File: src/rtl/daisy_chain_slave_pkg.sv
`default_nettype none
// +----------------------------------------------------------------------+
// | daisy_chain_pkg                                                      |
// | Shared types and constants for the SPI daisy-chain slave node.       |
// | Rev 1.0 - initial release                                            |
// +----------------------------------------------------------------------+
package daisy_chain_pkg;

  typedef enum logic [1:0] {
    IDLE   = 2'd0,
    ACTIVE = 2'd1,
    DONE   = 2'd2
  } state_e;

  localparam int   DC_WIDTH    = 8;

  localparam logic c_SCLK_IDLE = 1'b0;
  localparam logic c_CS_IDLE   = 1'b1;
  localparam logic c_SDO_IDLE  = 1'b0;

endpackage : daisy_chain_pkg
`default_nettype wire

File: src/rtl/daisy_chain_slave_if.sv
`default_nettype none
// +----------------------------------------------------------------------+
// | daisy_chain_slave_if                                                 |
// | SPI chain pins plus parallel result port of one daisy-chain slave.   |
// | Rev 1.0 - initial release                                            |
// +----------------------------------------------------------------------+
interface daisy_chain_slave_if
  import daisy_chain_pkg::*;
#(
  parameter int WIDTH = DC_WIDTH
);

  logic             sclk;
  logic             cs;
  logic             sdi;
  logic             sdo;
  logic [WIDTH-1:0] din;
  logic [WIDTH-1:0] dout;
  logic             dout_valid;
  logic             frame_err;

  modport master (
    output sclk, cs, sdi, din,
    input  sdo, dout, dout_valid, frame_err
  );

  modport slave (
    input  sclk, cs, sdi, din,
    output sdo, dout, dout_valid, frame_err
  );

endinterface : daisy_chain_slave_if
`default_nettype wire

File: src/rtl/daisy_chain_slave_spi_in_sync.sv
`default_nettype none
// +----------------------------------------------------------------------+
// | spi_in_sync                                                          |
// | Multi-flop synchroniser with rise/fall detection on the synced level.|
// | Rev 1.0 - initial release                                            |
// +----------------------------------------------------------------------+
module spi_in_sync
  import daisy_chain_pkg::*;
#(
  parameter int   SYNC_STAGES = 2,
  parameter logic RST_VAL     = c_SCLK_IDLE
) (
  input  logic clk,
  input  logic rst,
  input  logic d_i,
  output logic q_o,
  output logic rise_o,
  output logic fall_o
);

  logic [SYNC_STAGES-1:0] sync_q;
  logic                   prev_q;

  always_ff @(posedge clk or posedge rst) begin
    if (rst) begin
      sync_q <= {SYNC_STAGES{RST_VAL}};
      prev_q <= RST_VAL;
    end else begin
      sync_q <= {sync_q[SYNC_STAGES-2:0], d_i};
      prev_q <= sync_q[SYNC_STAGES-1];
    end
  end

  assign q_o    = sync_q[SYNC_STAGES-1];
  assign rise_o =  sync_q[SYNC_STAGES-1] & ~prev_q;
  assign fall_o = ~sync_q[SYNC_STAGES-1] &  prev_q;

endmodule : spi_in_sync
`default_nettype wire

File: src/rtl/daisy_chain_slave.sv
`default_nettype none
// +----------------------------------------------------------------------+
// | daisy_chain_slave                                                    |
// | WIDTH-bit SPI delay-line node; presents last WIDTH bits at frame end.|
// | Option: DAISY_SLAVE_PRELOAD_EN loads din into the shifter at cs fall.|
// | Rev 1.0 - initial release                                            |
// +----------------------------------------------------------------------+
module daisy_chain_slave
  import daisy_chain_pkg::*;
#(
  parameter int WIDTH       = DC_WIDTH,
  parameter int SYNC_STAGES = 2
) (
  input  logic                clk,
  input  logic                rst,
  daisy_chain_slave_if.slave  bus
);

  localparam int CW = $clog2(WIDTH + 1);

  logic sclk_rise, sclk_fall;
  logic cs_rise, cs_fall;
  logic sdi_s;
  logic unused_sclk_lvl, unused_cs_lvl, unused_sdi_rise, unused_sdi_fall;

  spi_in_sync #(.SYNC_STAGES(SYNC_STAGES), .RST_VAL(c_SCLK_IDLE)) u_sync_sclk (
    .clk    (clk),
    .rst    (rst),
    .d_i    (bus.sclk),
    .q_o    (unused_sclk_lvl),
    .rise_o (sclk_rise),
    .fall_o (sclk_fall)
  );

  // cs resets low so a cs already low at reset release produces no fall edge.
  spi_in_sync #(.SYNC_STAGES(SYNC_STAGES), .RST_VAL(1'b0)) u_sync_cs (
    .clk    (clk),
    .rst    (rst),
    .d_i    (bus.cs),
    .q_o    (unused_cs_lvl),
    .rise_o (cs_rise),
    .fall_o (cs_fall)
  );

  spi_in_sync #(.SYNC_STAGES(SYNC_STAGES), .RST_VAL(1'b0)) u_sync_sdi (
    .clk    (clk),
    .rst    (rst),
    .d_i    (bus.sdi),
    .q_o    (sdi_s),
    .rise_o (unused_sdi_rise),
    .fall_o (unused_sdi_fall)
  );

  logic [WIDTH-1:0] load_val;

`ifdef DAISY_SLAVE_PRELOAD_EN
  assign load_val = bus.din;
`else
  logic unused_din;
  assign load_val   = '0;
  assign unused_din = ^bus.din;
`endif

  state_e           state_q;
  logic [WIDTH-1:0] shreg_q;
  logic [WIDTH-1:0] dout_q;
  logic [CW-1:0]    cnt_q;
  logic             sdo_q;
  logic             valid_q;
  logic             err_q;

  always_ff @(posedge clk or posedge rst) begin
    if (rst) begin
      state_q <= IDLE;
      shreg_q <= '0;
      dout_q  <= '0;
      cnt_q   <= '0;
      sdo_q   <= c_SDO_IDLE;
      valid_q <= 1'b0;
      err_q   <= 1'b0;
    end else begin
      valid_q <= 1'b0;
      case (state_q)
        IDLE: begin
          sdo_q <= c_SDO_IDLE;
          if (cs_fall) begin
            state_q <= ACTIVE;
            cnt_q   <= '0;
            shreg_q <= load_val;
            sdo_q   <= load_val[0];
          end
        end
        ACTIVE: begin
          // A cs rise wins over any sclk edge seen in the same cycle.
          if (cs_rise) begin
            state_q <= DONE;
          end else begin
            if (sclk_fall) begin
              shreg_q <= {sdi_s, shreg_q[WIDTH-1:1]};
              if (cnt_q != CW'(WIDTH))
                cnt_q <= cnt_q + CW'(1);
            end
            if (sclk_rise)
              sdo_q <= shreg_q[0];
          end
        end
        DONE: begin
          dout_q  <= shreg_q;
          valid_q <= 1'b1;
          err_q   <= (cnt_q < CW'(WIDTH));
          sdo_q   <= c_SDO_IDLE;
          state_q <= IDLE;
        end
        default: state_q <= IDLE;
      endcase
    end
  end

  assign bus.sdo        = sdo_q;
  assign bus.dout       = dout_q;
  assign bus.dout_valid = valid_q;
  assign bus.frame_err  = err_q;

endmodule : daisy_chain_slave
`default_nettype wire

File: src/flat_wrapper.sv
// flat-port wrapper written by rule: the top's interface ports become plain ports
module daisy_chain_slave_flat import daisy_chain_pkg::*;
#(
  parameter int WIDTH       = DC_WIDTH,
  parameter int SYNC_STAGES = 2
)
  (clk, rst, bus_sclk, bus_cs, bus_sdi, bus_din, bus_sdo, bus_dout, bus_dout_valid, bus_frame_err);
  daisy_chain_slave_if #(.WIDTH(WIDTH)) bus_i ();
  input  logic clk;
  input  logic rst;
  input wire logic [$bits(bus_i.sclk)-1:0] bus_sclk;
  input wire logic [$bits(bus_i.cs)-1:0] bus_cs;
  input wire logic [$bits(bus_i.sdi)-1:0] bus_sdi;
  input wire logic [$bits(bus_i.din)-1:0] bus_din;
  output wire logic [$bits(bus_i.sdo)-1:0] bus_sdo;
  output wire logic [$bits(bus_i.dout)-1:0] bus_dout;
  output wire logic [$bits(bus_i.dout_valid)-1:0] bus_dout_valid;
  output wire logic [$bits(bus_i.frame_err)-1:0] bus_frame_err;
  assign bus_i.sclk = bus_sclk;
  assign bus_i.cs = bus_cs;
  assign bus_i.sdi = bus_sdi;
  assign bus_i.din = bus_din;
  assign bus_sdo = bus_i.sdo;
  assign bus_dout = bus_i.dout;
  assign bus_dout_valid = bus_i.dout_valid;
  assign bus_frame_err = bus_i.frame_err;
  daisy_chain_slave #(.WIDTH(WIDTH), .SYNC_STAGES(SYNC_STAGES)) u_core (.clk(clk), .rst(rst), .bus(bus_i));
endmodule
File: config.mk
export PLATFORM = sky130hd
export DESIGN_NAME = daisy_chain_slave_flat
export DESIGN_NICKNAME = d
export VERILOG_FILES = /design/src/rtl/daisy_chain_slave_pkg.sv /design/src/rtl/daisy_chain_slave_if.sv /design/src/rtl/daisy_chain_slave_spi_in_sync.sv /design/src/rtl/daisy_chain_slave.sv /design/src/flat_wrapper.sv
export SDC_FILE = /design/constraint.sdc
export NUM_CORES = 1
export LEC_CHECK = 0
export CORE_ASPECT_RATIO = 0.75
export CORE_MARGIN = 1
export CORE_UTILIZATION = 28
export CTS_BUF_LIST = sky130_fd_sc_hd__clkbuf_2 sky130_fd_sc_hd__clkbuf_4 sky130_fd_sc_hd__clkbuf_8
export DETAILED_ROUTE_END_ITERATION = 10
export PLACE_DENSITY = 0.47
export SLEW_MARGIN = 25
export SYNTH_ARGS = -nofsm -noshare
export SYNTH_HDL_FRONTEND = slang
export SYNTH_SLANG_ARGS = --single-unit
File: constraint.sdc
create_clock -name clk -period 1.9 [get_ports clk]
set_input_delay 0.57 -clock clk [delete_from_list [all_inputs] [get_ports clk]]
set_output_delay 0.57 -clock clk [all_outputs]
set_load 0.03 [all_outputs]
Word-level counts from Yosys, hierarchy flattened
Index checks and enable logic that the tools add are counted.

Bits of input ports: 13. Register bits after elaboration: 33. Word-level logic and storage cells: 55.

Order comparisons: 1. Muxes and demuxes: 16. Bitwise operators: 8. Add/sub/neg operators: 1. Equal/unequal tests: 9. Reductions and logical operators: 8.

Operators by type and width (number): $mux 8 (3); $mux 4 (4); $pmux 8 s2 (1); $ne 2x1->1 const B (5); $pmux 4 s2 (1); $reduce_and 5->1 (1); $add 4x1->4 const B (1); $and 1x1->1 (4); $lt 4x4->1 const B (1); $mux 2 (2); $ne 4x4->1 const B (1); $not 1->1 (4); $pmux 2 s2 (1); $reduce_and 4->1 (1); $reduce_bool 2->1 (2); $mux 1 (3); $reduce_and 3->1 (1); $eq 2x1->1 const B (1); $eq 2x2->1 const B (1); $logic_not 2->1 (1); $ne 2x2->1 const B (1); $pmux 1 s2 (1); $reduce_and 2->1 (1); $reduce_or 2->1 (1).

Logic depth before layout (Yosys ltp)
Gate-level depths: netlist of the first run.

Depth after elaboration: 5. Mapped depth: 6.

Hierarchy
From an unflattened synthesis of the first run, not the netlist that was laid out.

Cells, all modules: 110. Area, all modules: 1381.3 um^2.

Modules (own cells, without submodules): daisy_chain_slave (cells an instance 92, area an instance 1099.8 um^2, times used 1, seq. area each 625.6 um^2); spi_in_sync (cells an instance 6, area an instance 93.8 um^2, times used 3, seq. area each 75.1 um^2).

Least setup slack after synthesis of the first run
Ideal clock, no wire load.

Kind: register -> register. From: register u_core.cnt_q[0]. To: register u_core.cnt_q[0]. Arrival: 1.340 ns. Setup time: 0.125 ns. Path slack: 0.435 ns. Path buffers: 0. Data required time: 1.775 ns. Stages on the path, launching flop included: 6. Path through: dfrtp_1 inv_1 ha_1 and3b_1 a211o_1 mux2_4.

Cells in the longest elaborated chain, start to end: 5. Elaborated cells between the ends (all ways): 8. Classes of those cells: 1 x add/sub; 2 x eq/ne; 4 x mux; 1 x reduce/logical.

Ends and longest elaborated chain: from (decl) (RTL line daisy_chain_slave.sv:67) `logic [CW-1:0] cnt_q;`; from (signal assigned) (RTL line daisy_chain_slave.sv:101) `cnt_q <= cnt_q + CW'(1);`; $add 4x1->4 (RTL line daisy_chain_slave.sv:101); $mux 4 (RTL line daisy_chain_slave.sv:100) `if (cnt_q != CW'(WIDTH))`; $mux 4 (RTL line daisy_chain_slave.sv:98) `if (sclk_fall) begin`; $mux 4 (RTL line daisy_chain_slave.sv:95) `if (cs_rise) begin`; $pmux 4 s2 (RTL line daisy_chain_slave.sv:83) `case (state_q)`.

Several ways; a longest one is shown, not always the timed one. The select of a mux whose other input is x is not followed. A chain may end at the register's enable or synchronous reset.

Worst setup path after layout of the first run
From: register u_core.valid_q (netlist: u_core.bus.dout_valid). To: output bus_dout_valid.

RTL lines: from (decl) (RTL line daisy_chain_slave.sv:69) `logic valid_q;`; from (signal assigned) (RTL line daisy_chain_slave.sv:79) `valid_q <= 1'b0;`; from (signal assigned) (RTL line daisy_chain_slave.sv:82) `valid_q <= 1'b0;`; from (signal assigned) (RTL line daisy_chain_slave.sv:109) `valid_q <= 1'b1;`; to (decl) (RTL line flat_wrapper.sv:17) `output wire logic [$bits(bus_i.dout_valid)-1:0] bus_dout_valid;`.

No word-level cell between the ends.

==> results of run 1 <==
==> registers in the layout, summed over array words and instances (netlist names) <==
name / cells
u_core.u_sync_sdi.sync_q: 2
u_core.cnt_q: 4
u_core.u_sync_sclk.prev_q: 1
u_core.bus.frame_err: 1
u_core.shreg_q: 8
u_core.bus.dout: 8
u_core.u_sync_sclk.sync_q: 2
u_core.bus.dout_valid: 1
u_core.state_q: 2
u_core.bus.sdo: 1
u_core.u_sync_cs.sync_q: 2
u_core.u_sync_cs.prev_q: 1
==> routing by layer <==
metal  vias to the layer above  part of all wire (%)  track usage (%)
met5                         -                     0                0
met4                         0                   1.8             5.26
met3                         5                   5.1             4.38
met2                        15                    42             14.0
met1                       388                    51             14.4
li1                        412                     -                -
==> final timing paths <==
kind                       slack, ns  cells past startpoint                       start                          to
max                             0.08                      1       u_core.bus.dout_valid              bus_dout_valid
min                             0.35                      0  u_core.u_sync_cs.sync_q[0]  u_core.u_sync_cs.sync_q[1]
max reg2reg                     0.35                      5             u_core.cnt_q[0]             u_core.cnt_q[0]
min reg2reg                     0.35                      0  u_core.u_sync_cs.sync_q[0]  u_core.u_sync_cs.sync_q[1]
max in group asynchronous       0.92                      3                         rst          u_core.bus.dout[2]
min in group asynchronous       0.68                      3                         rst          u_core.bus.dout[7]
==> cell usage in the layout (no fill, tap or decap) <==
| cell type | n |
|---|---|
| and2b_4 | 1 |
| mux2i_1 | 2 |
| nor4_4 | 1 |
| a211o_1 | 1 |
| o31ai_1 | 1 |
| nor3b_2 | 1 |
| dfrtp_1 | 33 |
| nor3_4 | 1 |
| dlygate4sd2_1 | 1 |
| inv_1 | 4 |
| o21bai_1 | 1 |
| and3b_1 | 1 |
| nor2_1 | 3 |
| nand3_1 | 4 |
| a31oi_1 | 1 |
| o21ai_0 | 2 |
| nand2b_1 | 3 |
| a22o_1 | 1 |
| clkdlybuf4s50_1 | 5 |
| or4b_1 | 1 |
| mux2_4 | 1 |
| o21ai_1 | 8 |
| dlymetal6s2s_1 | 9 |
| clkinv_2 | 1 |
| mux2_2 | 8 |
| clkbuf_8 | 7 |
| buf_4 | 4 |
| nand2_1 | 19 |
| a21oi_1 | 1 |
| ha_1 | 2 |
| nor2b_1 | 4 |
==> layout make-up <==
type / instances / area, um^2
clock buffer: 7 / 96.3
clock inverter: 1 / 5.00
fill: 461 / 2840
inverter: 4 / 15.0
multi-input combinational: 68 / 469
sequential: 33 / 826
tap: 57 / 71.3
timing repair buffer: 19 / 201
==> cells by family (layout without fill, tap and decap cells) <==
family | Yosys count | count (layout) | share of synthesized area, %
DFF | 33 | 33 | 61.5
AOI/OAI and AO/OA | 16 | 16 | 6.99
muxes | 11 | 11 | 9.32
buffers and inverters | 8 | 31 | 3.54
and+or+nand+nor | 39 | 39 | 16.8
adders and majority gates | 2 | 2 | 1.86
==> stage by stage <==
step	cell area, um^2	std cells	setup WS, ns	utilization, %
after CTS	1660	189	0.0100	36.8
after detailed placement	1560	181	0.325	34.6
after global placement	1560	181	0.330	34.6
after floorplan	1340	109	0.435	-
after global routing	1680	189	0.0263	37.3
final	1680	189	0.0773	37.3
==> power by group through the flow <==
stage / clock network [mW] / registers (mW) / logic [mW]
detailed placement: 0 / 0.862 / 0.303
global route: 0.627 / 0.862 / 0.333
floorplan: 0 / 0.891 / 0.170
global placement: 0 / 0.858 / 0.292
CTS: 0.595 / 0.849 / 0.304
finish: 0.568 / 0.848 / 0.295
==> repair_timing <==
action	CTS	global route
resized for setup	1	9
hold buffers	0	0
setup endpoints to repair	1	9
==> impl_metrics.env, run 1 <==
export IMPL_clock_sinks=33
export IMPL_cts_buffers=5
export IMPL_setup_viol=0
export IMPL_cellPowerDensity_nw_per_um2=1020
export IMPL_drt_iter0_markers=48
export IMPL_die_y_um=62.0
export IMPL_yosys_cell_count_top_type="dfrtp_1"
export IMPL_antenna_cells=0
export IMPL_num_vias=820
export IMPL_portBuffers=15
export IMPL_clockBufferDepth=2
export IMPL_synthCells=109
export IMPL_seq_area_frac_synth_pct=61.5
export IMPL_synthTopCellsByCount="33 x dfrtp_1, 19 x nand2_1, 8 x mux2_2, 8 x o21ai_1"
export IMPL_critPathMaxFanout=1
export IMPL_maxSlewViolCount=0
export IMPL_wire_per_inst_um=11.4
export IMPL_post_route_period_util_pct=95.9
export IMPL_crit_family="buffers and inverters"
export IMPL_worst_path_buf_inv=1
export IMPL_holdCritPathClass="reg2reg"
export IMPL_cp_end_kind="primary output"
export IMPL_hpwlAfterDp_mm=1.47
export IMPL_grt_usage_pct=10.5
export IMPL_hold_viol=0
export IMPL_drive_gt1_share_pct=18.9
export IMPL_p_switching_mw=0.467
export IMPL_yosysTopAreaCellShare_pct=61.5
export IMPL_grt_max_degree=34
export IMPL_ir_drop_v=0.000408
export IMPL_crit_required_ns=1.33
export IMPL_worst_slew_pin_slew_ns=0.411
export IMPL_pwr_share_comb_pct=17.2
export IMPL_boundaryPins=24
export IMPL_power_leakage_nw=0.902
export IMPL_drtPass1Iterations=4
export IMPL_ys_warnings_count=0
export IMPL_cp_start_kind="flip-flop"
export IMPL_layout_nets=146
export IMPL_status="completed"
export IMPL_start_util_pct=29.7
export IMPL_fp_row_count=21
export IMPL_clkPwrFrac_pct=33.2
export IMPL_synth_avg_cell_area_um2=12.3
export IMPL_rsz0062_at_grt="no"
export IMPL_wl_mm=2.16
export IMPL_fmax_mhz=549
export IMPL_cts_clk_slew_worst_paths_ns=0.06
export IMPL_post_cts_setup_buffers=0
export IMPL_swShare_pct=27.3
export IMPL_critPathMaxStageDelay_ns=0.66
export IMPL_path_class="reg2out"
export IMPL_grt_overflow=0
export IMPL_gp_congestion=0.802
export IMPL_synth_area_leaders="dfrtp_1 62%, mux2_2 6.7%, nand2_1 5.3%, o21ai_1 3.0%, ha_1 1.9%"
export IMPL_p_total_mw=1.71
export IMPL_async_reset_ff_share_pct=100
export IMPL_worst_ep_arrival_time_ns=1.25
export IMPL_cp_cell_sequence="clkdlybuf4s50_1"
export IMPL_hold_ws_ns=0.351
export IMPL_cts_tree="yes"
export IMPL_pwr_share_seq_pct=49.6
export IMPL_root_buffer="clkbuf_8"
export IMPL_skew_ns=0.00217
export IMPL_grt_pass1_wl_mm=3.77
export IMPL_dieArea_um2=5080
export IMPL_setup_tns_ns=0
export IMPL_maxCapViolCount=0
export IMPL_clock_latency_ns=0.28
export IMPL_cts_htree_levels=2
export IMPL_syn_nets=124
export IMPL_synthFlopType="dfrtp_1"
export IMPL_intPower_mw=1.24
export IMPL_die_x_um=82.0
export IMPL_drc=0
export IMPL_post_route_min_period_ns=1.82
export IMPL_antenna_found_initial=0
export IMPL_slew_headroom_pct=72.6
export IMPL_worst_path_max_delay_cell="clkdlybuf4s50_1"
export IMPL_core_area_um2=4520
export IMPL_synth_area_um2=1340
export IMPL_viasPerCell=4.34
export IMPL_syn_to_final_growth_pct=25.4
export IMPL_synth_edff_count=0
export IMPL_grt_pass1_vias=784
export IMPL_yosys_area_top_type="dfrtp_1"
export IMPL_synth_cell_types=27
export IMPL_synth_seq_cells=33
export IMPL_ant_nets=0
No activity file was read; power rests on OpenSTA's default activity.
==> inputs of run 2 (changes only) <==
CORE_MARGIN = 3   (was 1)
==> impl_metrics.env, run 2 (synthesis gave the netlist of run 1 again) <==
export IMPL_setup_tns_ns=0
export IMPL_ir_drop_v=0.000365
export IMPL_ant_nets=0
export IMPL_rsz0062_at_grt="no"
export IMPL_portBuffers=15
export IMPL_holdCritPathClass="reg2reg"
export IMPL_syn_to_final_growth_pct=25.7
export IMPL_r2r_slack_ns=0.35
export IMPL_power_leakage_nw=0.916
export IMPL_grt_overflow=0
export IMPL_cp_start_kind="flip-flop"
export IMPL_final_area_um2=1690
export IMPL_crit_family="buffers and inverters"
export IMPL_cts_buffers=5
export IMPL_drive_gt1_share_pct=18.9
export IMPL_setup_ws_ns=0.0737
export IMPL_crit_required_ns=1.33
export IMPL_placed_cells=181
export IMPL_antenna_found_initial=0
export IMPL_final_common_cell="dfrtp_1"
export IMPL_fin_cells=189
export IMPL_post_route_min_period_ns=1.83
export IMPL_hold_viol=0
export IMPL_core_area_um2=4550
export IMPL_path_class="reg2out"
export IMPL_antenna_cells=0
export IMPL_placed_area_um2=1560
export IMPL_p_switching_mw=0.476
export IMPL_cts_htree_levels=2
export IMPL_drc=0
export IMPL_hpwlAfterDp_mm=1.44
export IMPL_layout_nets=146
export IMPL_grt_max_degree=34
export IMPL_maxCapViolCount=0
export IMPL_critPathMaxStageDelay_ns=0.66
export IMPL_gp_congestion=0.761
export IMPL_root_buffer="clkbuf_8"
export IMPL_worst_slew_pin_slew_ns=0.412
export IMPL_clock_sinks=33
export IMPL_clock_latency_ns=0.28
export IMPL_cp_cell_sequence="clkdlybuf4s50_1"
export IMPL_die_x_um=86.0
export IMPL_worst_path_max_delay_cell="clkdlybuf4s50_1"
export IMPL_grt_pass1_wl_mm=4.12
export IMPL_pwr_share_comb_pct=16.8
export IMPL_die_y_um=66.0
export IMPL_final_cell_mix="33 x dfrtp_1, 19 x nand2_1, 10 x dlymetal6s2s_1, 8 x mux2_2, 8 x o21ai_1"
export IMPL_hold_ws_ns=0.351
export IMPL_post_route_period_util_pct=96.1
export IMPL_fmax_mhz=548
export IMPL_grt_usage_pct=9.65
export IMPL_num_vias=852
export IMPL_critPathMaxFanout=1
export IMPL_wire_per_inst_um=11.6
export IMPL_grt_pass1_vias=874
export IMPL_drt_iter0_markers=44
export IMPL_setup_viol=0
export IMPL_skew_ns=0.00295
export IMPL_status="completed"
export IMPL_cts_hold_buf=0
export IMPL_worst_path_buf_inv=1
export IMPL_cp_end_kind="primary output"
export IMPL_dieArea_um2=5670
export IMPL_swShare_pct=27.7
export IMPL_cellPowerDensity_nw_per_um2=1020
export IMPL_maxSlewViolCount=0
export IMPL_fp_row_count=21
export IMPL_post_cts_setup_buffers=0
export IMPL_intPower_mw=1.24
export IMPL_cts_tree="yes"
export IMPL_clockBufferDepth=2
export IMPL_final_util_pct=37.1
export IMPL_pwr_share_seq_pct=49.3
export IMPL_worst_ep_arrival_time_ns=1.26
export IMPL_slew_headroom_pct=72.6
export IMPL_clkPwrFrac_pct=33.9
export IMPL_p_total_mw=1.72
export IMPL_place_ws_ns=0.323
export IMPL_cts_clk_slew_worst_paths_ns=0.07
export IMPL_drtPass1Iterations=4
export IMPL_boundaryPins=24
export IMPL_wl_mm=2.19
export IMPL_start_util_pct=29.5
export IMPL_viasPerCell=4.51
run 2: worst paths after layout:
kind,cells past startpoint,start,to
min in group asynchronous,3,rst,u_core.shreg_q[0]
hold / removal,0,u_core.u_sync_sclk.sync_q[0],u_core.u_sync_sclk.sync_q[1]
hold reg to reg,0,u_core.u_sync_sclk.sync_q[0],u_core.u_sync_sclk.sync_q[1]
setup / recovery,1,u_core.bus.dout_valid,bus_dout_valid
setup reg to reg,3,u_core.state_q[0],u_core.shreg_q[7]
max in group asynchronous,3,rst,u_core.cnt_q[0]
run 2: final cells by class:
cell class	count	area (um^2)
clock buffer	7	96.3
clock inverter	1	5.00
fill	457	2860
inverter	4	15.0
multi-input combinational	68	469
sequential	33	826
tap	57	71.3
timing repair buffer	19	205
run 2: worst register-to-register path, cell delays in order, from the launching register on:
cell and delay (ns):
dfrtp_1 0.50, or4b_1 0.73, nand2_1 0.14, o21ai_1 0.06
run 2: timing repair:
item / in CTS / in global routing
endpoints found under the hold margin: 0 / 0
resized for setup: 0 / 10
endpoints found under the setup margin: 0 / 10
run 2: routing by layer:
metal,track usage [%],share of wire [%]
met5,0,0
met3,4.11,6.0
met4,5.34,2.0
met1,12.8,51
met2,13.1,41
run 2: power groups by stage:
stage,registers [mW],clock network (mW),logic [mW]
4_1_cts,0.848,0.603,0.298
3_5_place_dp,0.862,0,0.296
6_report,0.846,0.582,0.289
2_1_floorplan,0.891,0,0.170
5_1_grt,0.862,0.640,0.324
3_3_place_gp,0.857,0,0.293
